===== config.mk =====
export PLATFORM = sky130hd
export DESIGN_NAME = fmul_pipe_ctrl
export DESIGN_NICKNAME = d
export VERILOG_FILES = /design/src/rtl/fmul_pipe_ctrl.sv
export SDC_FILE = /design/constraint.sdc
export NUM_CORES = 1
export LEC_CHECK = 0
export ABC_AREA = 1
export CORE_AREA = 4 4 54 56
export CTS_CLUSTER_DIAMETER = 150
export DETAILED_ROUTE_END_ITERATION = 8
export DIE_AREA = 0 0 58 60
export PLACE_DENSITY = 0.83
export SLEW_MARGIN = 25
export SYNTH_ARGS = -nofsm -noshare
export SYNTH_HDL_FRONTEND = slang
export SYNTH_SLANG_ARGS = --single-unit

===== constraint.sdc =====
create_clock -name clk -period 3.25 [get_ports clk]
set_clock_uncertainty 0.2 [all_clocks]
set_input_delay 0.65 -clock clk [delete_from_list [all_inputs] [get_ports clk]]
set_output_delay 0.65 -clock clk [all_outputs]
set_load 0.02 [all_outputs]

===== src/rtl/fmul_pipe_ctrl.sv =====
// Valid/ready controller for a 3-stage FP multiplier (partial product, add, normalize).
// Optional flush port is compiled in with FMUL_PIPE_FLUSH_EN.

module fmul_pipe_stage (
    input  logic clk,
    input  logic clrn,
    input  logic kill_i,
    input  logic v_up_i,
    input  logic rdy_dn_i,
    output logic v_o,
    output logic rdy_o
);
    logic v_q, v_d;

    // An empty stage always loads, which is what lets bubbles collapse.
    assign rdy_o = !v_q || rdy_dn_i;
    assign v_o   = v_q;

    always_comb begin
        v_d = v_q;
        if (kill_i)
            v_d = 1'b0;
        else if (rdy_o)
            v_d = v_up_i;
    end

    always_ff @(posedge clk or negedge clrn) begin
        if (!clrn)
            v_q <= 1'b0;
        else
            v_q <= v_d;
    end
endmodule

module fmul_pipe_ctrl #(
    parameter int CNT_W = 16
) (
    input  logic             clk,
    input  logic             clrn,
`ifdef FMUL_PIPE_FLUSH_EN
    input  logic             flush,
`endif
    input  logic             in_valid,
    output logic             in_ready,
    output logic             out_valid,
    input  logic             out_ready,
    output logic             e1,
    output logic             e2,
    output logic             e3,
    output logic [1:0]       occ,
    output logic [CNT_W-1:0] stall_cnt
);
    localparam int STAGES = 3;

    logic                kill;
    logic [STAGES:0]     vld_pipe;   // [0] is the upstream valid
    logic [STAGES+1:1]   rdy;        // [STAGES+1] is the downstream ready
    logic [CNT_W-1:0]    stall_q, stall_d;

`ifdef FMUL_PIPE_FLUSH_EN
    assign kill = flush;
`else
    assign kill = 1'b0;
`endif

    assign vld_pipe[0]    = in_valid;
    assign rdy[STAGES+1]  = out_ready;

    genvar k;
    generate
        for (k = 1; k <= STAGES; k++) begin : g_stg
            fmul_pipe_stage u_stg (
                .clk      (clk),
                .clrn     (clrn),
                .kill_i   (kill),
                .v_up_i   (vld_pipe[k-1]),
                .rdy_dn_i (rdy[k+1]),
                .v_o      (vld_pipe[k]),
                .rdy_o    (rdy[k])
            );
        end
    endgenerate

    // out_ready reaches in_ready purely combinationally; there is no skid buffer.
    assign in_ready  = rdy[1] && !kill;
    assign e1        = rdy[1] && !kill;
    assign e2        = rdy[2] && !kill;
    assign e3        = rdy[3] && !kill;
    assign out_valid = vld_pipe[STAGES];

    assign occ = {1'b0, vld_pipe[1]} + {1'b0, vld_pipe[2]} + {1'b0, vld_pipe[3]};

    always_comb begin
        stall_d = stall_q;
        if (vld_pipe[STAGES] && !out_ready && !kill && !(&stall_q))
            stall_d = stall_q + 1'b1;
    end

    always_ff @(posedge clk or negedge clrn) begin
        if (!clrn)
            stall_q <= '0;
        else
            stall_q <= stall_d;
    end

    assign stall_cnt = stall_q;
endmodule


# [After elaboration in Yosys (flattened, before gate mapping)]
# Index checks and enable logic that the tools add are counted.
[word_totals] regBits=19 input_bits=4 output_inout_bits=23 elab_cells=18
[classes] addsub=3 n_reduce_logical=11
[op_table] op="$add 16x1->16 const B" n=1
[op_table] op="$reduce_and 16->1" n=1
[op_table] op="$logic_not 1->1" n=5
[op_table] op="$logic_or 1x1->1" n=3
[op_table] op="$add 1x1->2" n=1
[op_table] op="$add 2x1->2" n=1
[op_table] op="$logic_and 1x1->1" n=2

# [Depth between registers and ports, before layout]
# Gate-level depths: netlist of run 1.
[logic_depth] depth_word=4 depth_mapped=9 mapped_depth_nobuf=9

# [Modules after synthesis]
# From an unflattened synthesis of run 1, not the netlist that was laid out.
[hier_totals] hier_cells=173 hier_area_um2=1234.9
[by_module_without_submodules] module="fmul_pipe_ctrl" instances=1 cells_each=152 area_each_um2=1073.5
[by_module_without_submodules] module="fmul_pipe_stage" instances=3 cells_each=7 area_each_um2=53.8

# [Least setup slack after synthesis of run 1]
# Ideal clock, no wire load.
[synth_path] kind="in2out" start="in out_ready" end="out in_ready" t_arrival_ps=1407 t_required_ps=2400 slack_ps=993 stages=5 n_path_buf=1 cell_sequence="inv_1 nand2_8 nor2_1 nand2_1 buf_4"
[synth_via] elab_chain_cells=3
[synth_rtl] item="from (decl)" line="46" rtl="input logic out_ready,"
[synth_rtl] item="$logic_or 1x1->1" line="16" rtl="assign rdy_o = !v_q || rdy_dn_i;"
[synth_rtl] item="via e3" line="49" rtl="output logic e3,"
[synth_rtl] item="$logic_or 1x1->1 (2 in series)" line="16"
[synth_rtl] item="to (decl)" line="44" rtl="output logic in_ready,"
# The timed path passes the listed nets, and every way through them passes these cells.

# [Worst setup path after layout of run 1]
[layout_path] start="in out_ready" end="out e1"
[layout_via] elab_chain_cells=3
[layout_rtl] item="$logic_or 1x1->1 (3 in series)" line="16"
[layout_rtl] item="to (decl)" line="47" rtl="output logic e1,"
# Every way passes these cells.

==> results.sh, run 1 <==
export IMPL_status="completed"
export IMPL_nets=209
export IMPL_gp_congestion=0.826
export IMPL_die_y_um=60
export IMPL_hold_violations=0
export IMPL_worstHoldStart="g_stg[2].u_stg.v_o$_DFFE_PN0P_"
export IMPL_fmax_ghz=0.343
export IMPL_final_setup_tns_ns=0
export IMPL_max_stage_delay_ns=0.55
export IMPL_io_buffers=26
export IMPL_async_reset_ff_share_pct=100
export IMPL_root_buffer="clkbuf_4"
export IMPL_rows=18
export IMPL_syn_nets=180
export IMPL_hold_path_depth=2
export IMPL_wl_per_cell_um=11.2
export IMPL_grt_busiest_layer="met2"
export IMPL_seq_area_frac_synth_pct=37.4
export IMPL_ff2ff_path_depth=8
export IMPL_holdPathEnd="g_stg[3].u_stg.v_o$_DFFE_PN0P_"
export IMPL_drive_above_1_share_pct=13.9
export IMPL_initial_core_util_pct=52.2
export IMPL_drt_iter0_drc=26
export IMPL_wl_um=2600
export IMPL_maxSlewViolCount=0
export IMPL_syn_inst=174
export IMPL_maxCapViolations=0
export IMPL_n_fill_cell=230
export IMPL_crit_fanout=7
export IMPL_yosys_top_cells_area="dfrtp_1 37%, nand2_1 17%, inv_1 7.4%"
export IMPL_reg2reg_to="stall_cnt[10]$_DFFE_PN0P_"
export IMPL_grt_max_degree=20
export IMPL_clk_pin_slew_ns=0.12
export IMPL_crit_type="input pin to primary output"
export IMPL_netlist_top_cell_by_area="dfrtp_1"
export IMPL_max_slew_margin_pct=42.2
export IMPL_cts_buffers=3
export IMPL_h_tree_depth=1
export IMPL_dp_slack_ns=0.318
export IMPL_antenna_left=0
export IMPL_cts_tree="yes"
export IMPL_cp_data_arrival_time_ns=2.07
export IMPL_rr_startpoint="stall_cnt[0]$_DFFE_PN0P_"
export IMPL_ir_worst_vdd_mv=0.403
export IMPL_cts_sinks=19
export IMPL_use_met2_pct=30.8
export IMPL_ctsHoldBuffers=0
export IMPL_grt_ovfl_total=0
export IMPL_powerDensity_nw_per_um2=524
export IMPL_setup_ws_ns=0.333
export IMPL_ys_types=23
export IMPL_multi_input_area_um2=678
export IMPL_crit_slowest_cell="clkdlybuf4s50_1"
export IMPL_period_needed_ns=2.92
export IMPL_dpl_hpwl_um=2110
export IMPL_clock_latency_ns=0.31
export IMPL_ff2ff_setup_slack_ns=1.43
export IMPL_synth_edf_count=0
export IMPL_antenna_found_initial=0
export IMPL_synth_top_cells_by_count="57 x nand2_1, 25 x inv_1, 21 x nor2_1"
export IMPL_yosys_warnings=0
export IMPL_die_w_um=58
export IMPL_viasPerCell=5.02
export IMPL_cts_max_path_buffers=2
export IMPL_synth_top_area_share_pct=37.4
export IMPL_cts_setup_buffers=0
export IMPL_syn_area_um2=1270
export IMPL_ioPinCount=27
export IMPL_areaGrowthSynthToFinish_pct=24.3
export IMPL_use_met3_pct=2.16
export IMPL_path_common_cell="clkdlybuf4s50_1"
export IMPL_diodes=0
export IMPL_drc=0
export IMPL_core_area_um2=2430
export IMPL_p_leak_nw=0.780
export IMPL_hold_ws_ns=0.321
export IMPL_endpoint_kind="primary output"
export IMPL_die_area_um2=3480
export IMPL_max_slew_worst_pin_slew_ns=0.864
export IMPL_required_ns=2.40
export IMPL_first_pass_iters=4
export IMPL_grt_pass1_vias=1142
export IMPL_synth_most_common_cell="nand2_1"
export IMPL_start_kind="input pin"
export IMPL_vias=1164
export IMPL_ff_latch_area_um2=475
export IMPL_gr_usage_all_layers_pct=17.7
export IMPL_cp_cell_sequence="clkdlybuf4s50_1 -> inv_1 -> nand2_8 -> nor2_1 -> nand2_1 -> clkdlybuf4s50_1"
export IMPL_hold_class="register to register"
export IMPL_grt_pass1_wl_um=4840
export IMPL_grt_use_met1_pct=22.6
export IMPL_ys_flop_type="dfrtp_1"
export IMPL_cts_resized=0
export IMPL_total_power_w=0.000828
export IMPL_synth_area_per_cell_um2=7.30
export IMPL_fin_crit_sh_pct=89.8
export IMPL_rsz0062_at_grt="false"
export IMPL_setup_viol=0
export IMPL_ys_seq_elements=19
per-stage QoR:
| step | instances | cell area [um^2] | utilization (%) |
|---|---|---|---|
| 5_1_grt | 232 | 1580 | 64.9 |
| 3_5_place_dp | 228 | 1550 | 63.7 |
| 6_report | 232 | 1580 | 64.9 |
| 2_1_floorplan | 174 | 1270 | - |
| 4_1_cts | 232 | 1580 | 64.9 |
| 3_3_place_gp | 228 | 1550 | 63.7 |
worst max-delay path, delay by kind of cell:
family,cells,cell delay [ns]
AND/OR/NAND/NOR,3,0.33
buffers and inverters,3,1.09
placed cells by master (no fill, tap or decap), types with 3 or more instances in the layout:
master / count
nand2_1: 57
clkdlybuf4s50_1: 26
inv_1: 25
nor2_1: 21
dfrtp_1: 19
nand3_1: 11
nand2_2: 9
o21ai_2: 5
nand4_1: 4
o21ai_1: 3
nand3b_1: 3
clkbuf_4: 3
flip-flops by register name, indices dropped and copies added, names as in the netlist:
signal and flops:
stall_cnt 16, g_stg.u_stg.v_o 3
power by group:
group	total (W)	internal (W)	switching [W]
Sequential	0.000356	0.000283	0.0000735
Combinational	0.000344	0.000155	0.000190
Clock	0.000127	0.0000470	0.0000803
final cells by class:
| class | count | area share (%) |
|---|---|---|
| Multi-Input combinational cell | 127 | 42.9 |
| Clock buffer | 3 | 1.43 |
| Clock inverter | 1 | 0.475 |
| Sequential cell | 19 | 30.1 |
| Timing Repair Buffer | 26 | 16.5 |
| Inverter | 26 | 6.18 |
| Tap cell | 30 | 2.38 |
logic make-up (layout without fill, tap and decap cells):
group / Yosys count / after routing / synth area share, %
buf+inv: 28 / 56 / 9.16
compound gates: 8 / 8 / 4.63
simple gates: 115 / 115 / 44.8
fa+ha+maj: 2 / 2 / 2.56
xor+xnor: 2 / 2 / 1.38
flops: 19 / 19 / 37.4
how the worst max path moves through the flow:
stage | start | end | slack (ns) | cells past startpoint
2_1_floorplan | out_ready | in_ready | 0.99 | 5
5_1_grt | out_ready | e1 | 0.25 | 6
3_3_place_gp | out_ready | in_ready | 0.35 | 6
6_report | out_ready | e1 | 0.33 | 6
4_1_cts | out_ready | e1 | 0.31 | 6
3_5_place_dp | out_ready | e1 | 0.32 | 6
layer usage:
metal	wire, um	part of all wire (%)
met5	0	0
met4	39	1.5
met3	119	4.6
met2	1290	50
met1	1150	44
No activity file was read; power rests on OpenSTA's default activity.
==> run 2, diff against run 1 <==
Settings changed: CAP_MARGIN set to 20, CORE_AREA 4 4 54 56 to 4 4 46 65, DIE_AREA 0 0 58 60 to 0 0 50 69, PLACE_DENSITY 0.83 to 0.84.
==> results.sh, run 2 (synthesis gave the netlist of run 1 again) <==
export IMPL_cts_sinks=19
export IMPL_wl_per_cell_um=11.5
export IMPL_die_w_um=50
export IMPL_grt_ovfl_total=0
export IMPL_max_slew_worst_pin_slew_ns=0.856
export IMPL_root_buffer="clkbuf_4"
export IMPL_cts_resized=0
export IMPL_gp_congestion=0.819
export IMPL_diodes=0
export IMPL_worstHoldStart="g_stg[2].u_stg.v_o$_DFFE_PN0P_"
export IMPL_crit_slowest_cell="clkdlybuf4s50_1"
export IMPL_multi_input_area_um2=678
export IMPL_status="completed"
export IMPL_hold_class="register to register"
export IMPL_drc=0
export IMPL_required_ns=2.40
export IMPL_hold_violations=0
export IMPL_grt_pass1_wl_um=4830
export IMPL_nets=209
export IMPL_rows=21
export IMPL_drt_iter0_drc=25
export IMPL_endpoint_kind="primary output"
export IMPL_p_int_w=0.000484
export IMPL_power_share_clock_pct=15.4
export IMPL_fin_util_pct=66.2
export IMPL_vias=1163
export IMPL_dp_slack_ns=0.280
export IMPL_rsz0062_at_grt="false"
export IMPL_wl_um=2700
export IMPL_fmax_ghz=0.338
export IMPL_path_common_cell="clkdlybuf4s50_1"
export IMPL_fin_crit_sh_pct=90.9
export IMPL_ctsHoldBuffers=0
export IMPL_maxCapViolations=0
export IMPL_powerDensity_nw_per_um2=524
export IMPL_max_stage_delay_ns=0.56
export IMPL_areaGrowthSynthToFinish_pct=24.7
export IMPL_n_fill_cell=203
export IMPL_total_power_w=0.000830
export IMPL_ff_latch_area_um2=475
export IMPL_die_y_um=69
export IMPL_grt_max_degree=20
export IMPL_viasPerCell=4.93
export IMPL_p_sw_share_pct=41.6
export IMPL_h_tree_depth=1
export IMPL_first_pass_iters=4
export IMPL_antenna_found_initial=0
export IMPL_gr_usage_all_layers_pct=17.3
export IMPL_combPwrFrac_pct=41.6
export IMPL_cts_tree="yes"
export IMPL_p_leak_nw=0.780
export IMPL_period_needed_ns=2.96
export IMPL_final_setup_tns_ns=0
export IMPL_initial_core_util_pct=53.1
export IMPL_die_area_um2=3450
export IMPL_cts_setup_buffers=0
export IMPL_cp_cell_sequence="clkdlybuf4s50_1 -> inv_1 -> nand2_8 -> nor2_1 -> nand2_1 -> clkdlybuf4s50_1"
export IMPL_io_buffers=26
export IMPL_ir_worst_vdd_mv=0.455
export IMPL_ioPinCount=27
export IMPL_rr_startpoint="stall_cnt[0]$_DFFE_PN0P_"
export IMPL_start_kind="input pin"
export IMPL_ff2ff_path_depth=8
export IMPL_drive_above_1_share_pct=13.9
export IMPL_clock_latency_ns=0.31
export IMPL_mostFrequentLayoutCells="57 x nand2_1, 26 x clkdlybuf4s50_1, 25 x inv_1"
export IMPL_crit_fanout=7
export IMPL_hold_path_depth=2
export IMPL_clk_pin_slew_ns=0.12
export IMPL_core_area_um2=2390
export IMPL_largest_reg_flops=16
export IMPL_dpl_hpwl_um=2160
export IMPL_setup_ws_ns=0.294
export IMPL_pwr_share_seq_pct=43.0
export IMPL_cts_max_path_buffers=2
export IMPL_max_slew_margin_pct=42.8
export IMPL_ff2ff_setup_slack_ns=1.41
export IMPL_maxSlewViolCount=0
export IMPL_holdPathEnd="g_stg[3].u_stg.v_o$_DFFE_PN0P_"
export IMPL_cp_data_arrival_time_ns=2.11
export IMPL_reg2reg_to="stall_cnt[10]$_DFFE_PN0P_"
export IMPL_cts_buffers=3
export IMPL_grt_pass1_vias=1151
export IMPL_crit_type="input pin to primary output"
export IMPL_final_common_cell="nand2_1"
export IMPL_antenna_left=0
export IMPL_power_switching_w=0.000345
export IMPL_setup_viol=0
-- run 2: critical path, delay by kind of cell --
family / cells / cell delay (ns)
and+or+nand+nor: 3 / 0.37
buffers and inverters: 3 / 1.09
-- run 2: layout make-up --
cell class | instances | area share (%)
clock buffers | 3 | 1.42
clock inverters | 1 | 0.474
inverters | 26 | 6.16
multi-input cells | 127 | 42.8
flip-flops and latches | 19 | 30.0
well taps | 34 | 2.69
repair buffers | 26 | 16.4
-- run 2: power groups by stage --
stage,combinational (W),sequential [W],clock [W]
after global placement,0.000338,0.000357,0
after CTS,0.000350,0.000356,0.000130
after global routing,0.000375,0.000370,0.000142
final,0.000345,0.000356,0.000128
after floorplan,0.000157,0.000402,0
after detailed placement,0.000348,0.000360,0
-- run 2: routing by layer --
layer | up-vias | routed length (um) | global-route usage (%)
li1 | 588 | - | -
met1 | 534 | 1070 | 19.1
met2 | 34 | 1440 | 30.8
met3 | 7 | 126 | 2.80
met4 | 0 | 61 | 8.92
met5 | - | 0 | 0
-- run 2: worst max-delay path by stage --
stage,end,start,slack [ns]
6_report,e1,out_ready,0.29
5_1_grt,e1,out_ready,0.24
4_1_cts,e1,out_ready,0.29
3_5_place_dp,e1,out_ready,0.28
3_3_place_gp,e1,out_ready,0.35
2_1_floorplan,in_ready,out_ready,0.99
-- run 2: stage by stage --
step           instances  hold WS [ns]  instance area [um^2]
6_report             236         0.331                  1580
3_5_place_dp         232         0.309                  1550
2_1_floorplan        174         0.154                  1270
3_3_place_gp         232         0.283                  1550
5_1_grt              236         0.374                  1580
4_1_cts              236         0.338                  1580
==> run 3, diff against run 2 <==
Settings changed: CORE_AREA 4 4 46 65 to 2 2 44 63, CTS_CLUSTER_SIZE set to 8, DIE_AREA 0 0 50 69 to 0 0 46 65.
==> results.sh, run 3 (synthesis gave the netlist of run 1 again) <==
export IMPL_dpl_hpwl_um=2060
export IMPL_dp_cells=222
export IMPL_cts_setup_buffers=0
export IMPL_crit_fanout=7
export IMPL_rows=22
export IMPL_setup_viol=0
export IMPL_ioPinCount=27
export IMPL_period_needed_ns=2.94
export IMPL_gp_congestion=0.843
export IMPL_grt_ovfl_total=0
export IMPL_cp_data_arrival_time_ns=2.09
export IMPL_p_leak_nw=0.783
export IMPL_rr_startpoint="stall_cnt[0]$_DFFE_PN0P_"
export IMPL_status="completed"
export IMPL_die_area_um2=2990
export IMPL_powerDensity_nw_per_um2=526
export IMPL_largest_reg_flops=16
export IMPL_drt_iter0_drc=23
export IMPL_final_common_cell="nand2_1"
export IMPL_grt_max_degree=20
export IMPL_required_ns=2.40
export IMPL_fin_crit_sh_pct=90.5
export IMPL_vias=1161
export IMPL_maxCapViolations=0
export IMPL_hold_class="register to register"
export IMPL_crit_type="input pin to primary output"
export IMPL_viasPerCell=5.14
export IMPL_max_slew_margin_pct=42.7
export IMPL_diodes=0
export IMPL_initial_core_util_pct=51.3
export IMPL_clock_latency_ns=0.31
export IMPL_endpoint="e1"
export IMPL_maxSlewViolCount=0
export IMPL_gr_usage_all_layers_pct=20.4
export IMPL_max_slew_worst_pin_slew_ns=0.857
export IMPL_endpoint_kind="primary output"
export IMPL_wl_um=2560
export IMPL_drive_above_1_share_pct=13.9
export IMPL_antenna_left=0
export IMPL_ff_latch_area_um2=475
export IMPL_start_kind="input pin"
export IMPL_placed_cell_area_um2=1540
export IMPL_first_pass_iters=4
export IMPL_fmax_ghz=0.340
export IMPL_p_sw_share_pct=41.4
export IMPL_mostFrequentLayoutCells="57 x nand2_1, 26 x clkdlybuf4s50_1, 25 x inv_1"
export IMPL_antenna_found_initial=0
export IMPL_final_cells=226
export IMPL_cts_max_path_buffers=2
export IMPL_cts_buffers=3
export IMPL_hold_violations=0
export IMPL_setup_ws_ns=0.310
export IMPL_grt_pass1_wl_um=4490
export IMPL_wl_per_cell_um=11.3
export IMPL_core_area_um2=2480
export IMPL_io_buffers=26
export IMPL_dp_slack_ns=0.288
export IMPL_ff2ff_path_depth=8
export IMPL_postLayoutCellArea_um2=1570
export IMPL_root_buffer="clkbuf_4"
export IMPL_die_w_um=46
export IMPL_grt_pass1_vias=1150
export IMPL_pwr_share_seq_pct=43.1
export IMPL_power_share_clock_pct=15.5
export IMPL_p_int_w=0.000484
export IMPL_drc=0
export IMPL_final_setup_tns_ns=0
export IMPL_ir_worst_vdd_mv=0.339
export IMPL_ff2ff_setup_slack_ns=1.43
export IMPL_critPathLaunch="out_ready"
export IMPL_h_tree_depth=1
export IMPL_multi_input_area_um2=678
export IMPL_rsz0062_at_grt="false"
export IMPL_nets=209
export IMPL_die_y_um=65
export IMPL_ctsHoldBuffers=0
export IMPL_n_fill_cell=215
export IMPL_cts_resized=0
export IMPL_power_switching_w=0.000342
export IMPL_cts_sinks=19
export IMPL_combPwrFrac_pct=41.4
export IMPL_cts_tree="yes"
export IMPL_clk_pin_slew_ns=0.12
export IMPL_reg2reg_to="stall_cnt[10]$_DFFE_PN0P_"
export IMPL_areaGrowthSynthToFinish_pct=23.5
==> run 3: power by group through the flow <==
stage / logic [W] / clock network [W] / registers, W
finish: 0.000342 / 0.000128 / 0.000356
CTS: 0.000347 / 0.000129 / 0.000355
detailed placement: 0.000345 / 0 / 0.000360
global placement: 0.000337 / 0 / 0.000358
global route: 0.000376 / 0.000143 / 0.000364
floorplan: 0.000157 / 0 / 0.000402
==> run 3: routing by layer <==
metal | vias up | part of all wire, % | GRT usage [%]
li1 | 585 | - | -
met1 | 542 | 41 | 21.7
met2 | 27 | 53 | 34.7
met3 | 7 | 3.4 | 3.06
met4 | 0 | 3.0 | 13.6
met5 | - | 0 | 0
==> run 3: final cells by class <==
| type | count | share of cell area, % |
|---|---|---|
| Clock buffer | 3 | 1.44 |
| Inverter | 26 | 6.22 |
| Sequential cell | 19 | 30.3 |
| Clock inverter | 1 | 0.319 |
| Timing Repair Buffer | 26 | 16.6 |
| Tap cell | 24 | 1.91 |
| Multi-Input combinational cell | 127 | 43.2 |
==> run 3: worst min path at each step <==
stage | depth (start not counted) | from | to
CTS | 2 | g_stg[2].u_stg.v_o$_DFFE_PN0P_ | g_stg[3].u_stg.v_o$_DFFE_PN0P_
global route | 1 | g_stg[1].u_stg.v_o$_DFFE_PN0P_ | g_stg[2].u_stg.v_o$_DFFE_PN0P_
floorplan | 0 | clrn | g_stg[1].u_stg.v_o$_DFFE_PN0P_
finish | 2 | g_stg[2].u_stg.v_o$_DFFE_PN0P_ | g_stg[3].u_stg.v_o$_DFFE_PN0P_
detailed placement | 2 | g_stg[2].u_stg.v_o$_DFFE_PN0P_ | g_stg[3].u_stg.v_o$_DFFE_PN0P_
global placement | 2 | g_stg[2].u_stg.v_o$_DFFE_PN0P_ | g_stg[3].u_stg.v_o$_DFFE_PN0P_
==> run 3: critical path: stages <==
cell and delay, ns:
clkdlybuf4s50_1 0.40, inv_1 0.14, nand2_8 0.08, nor2_1 0.15
nand2_1 0.11, clkdlybuf4s50_1 0.55
==> run 3: metrics by stage <==
stage	hold WS, ns	total power, W	utilization, %
after floorplan	0.154	0.000559	-
after global placement	0.282	0.000695	62.2
after detailed placement	0.319	0.000705	62.2
after CTS	0.347	0.000831	63.3
after global routing	0.372	0.000883	63.3
final	0.341	0.000825	63.3
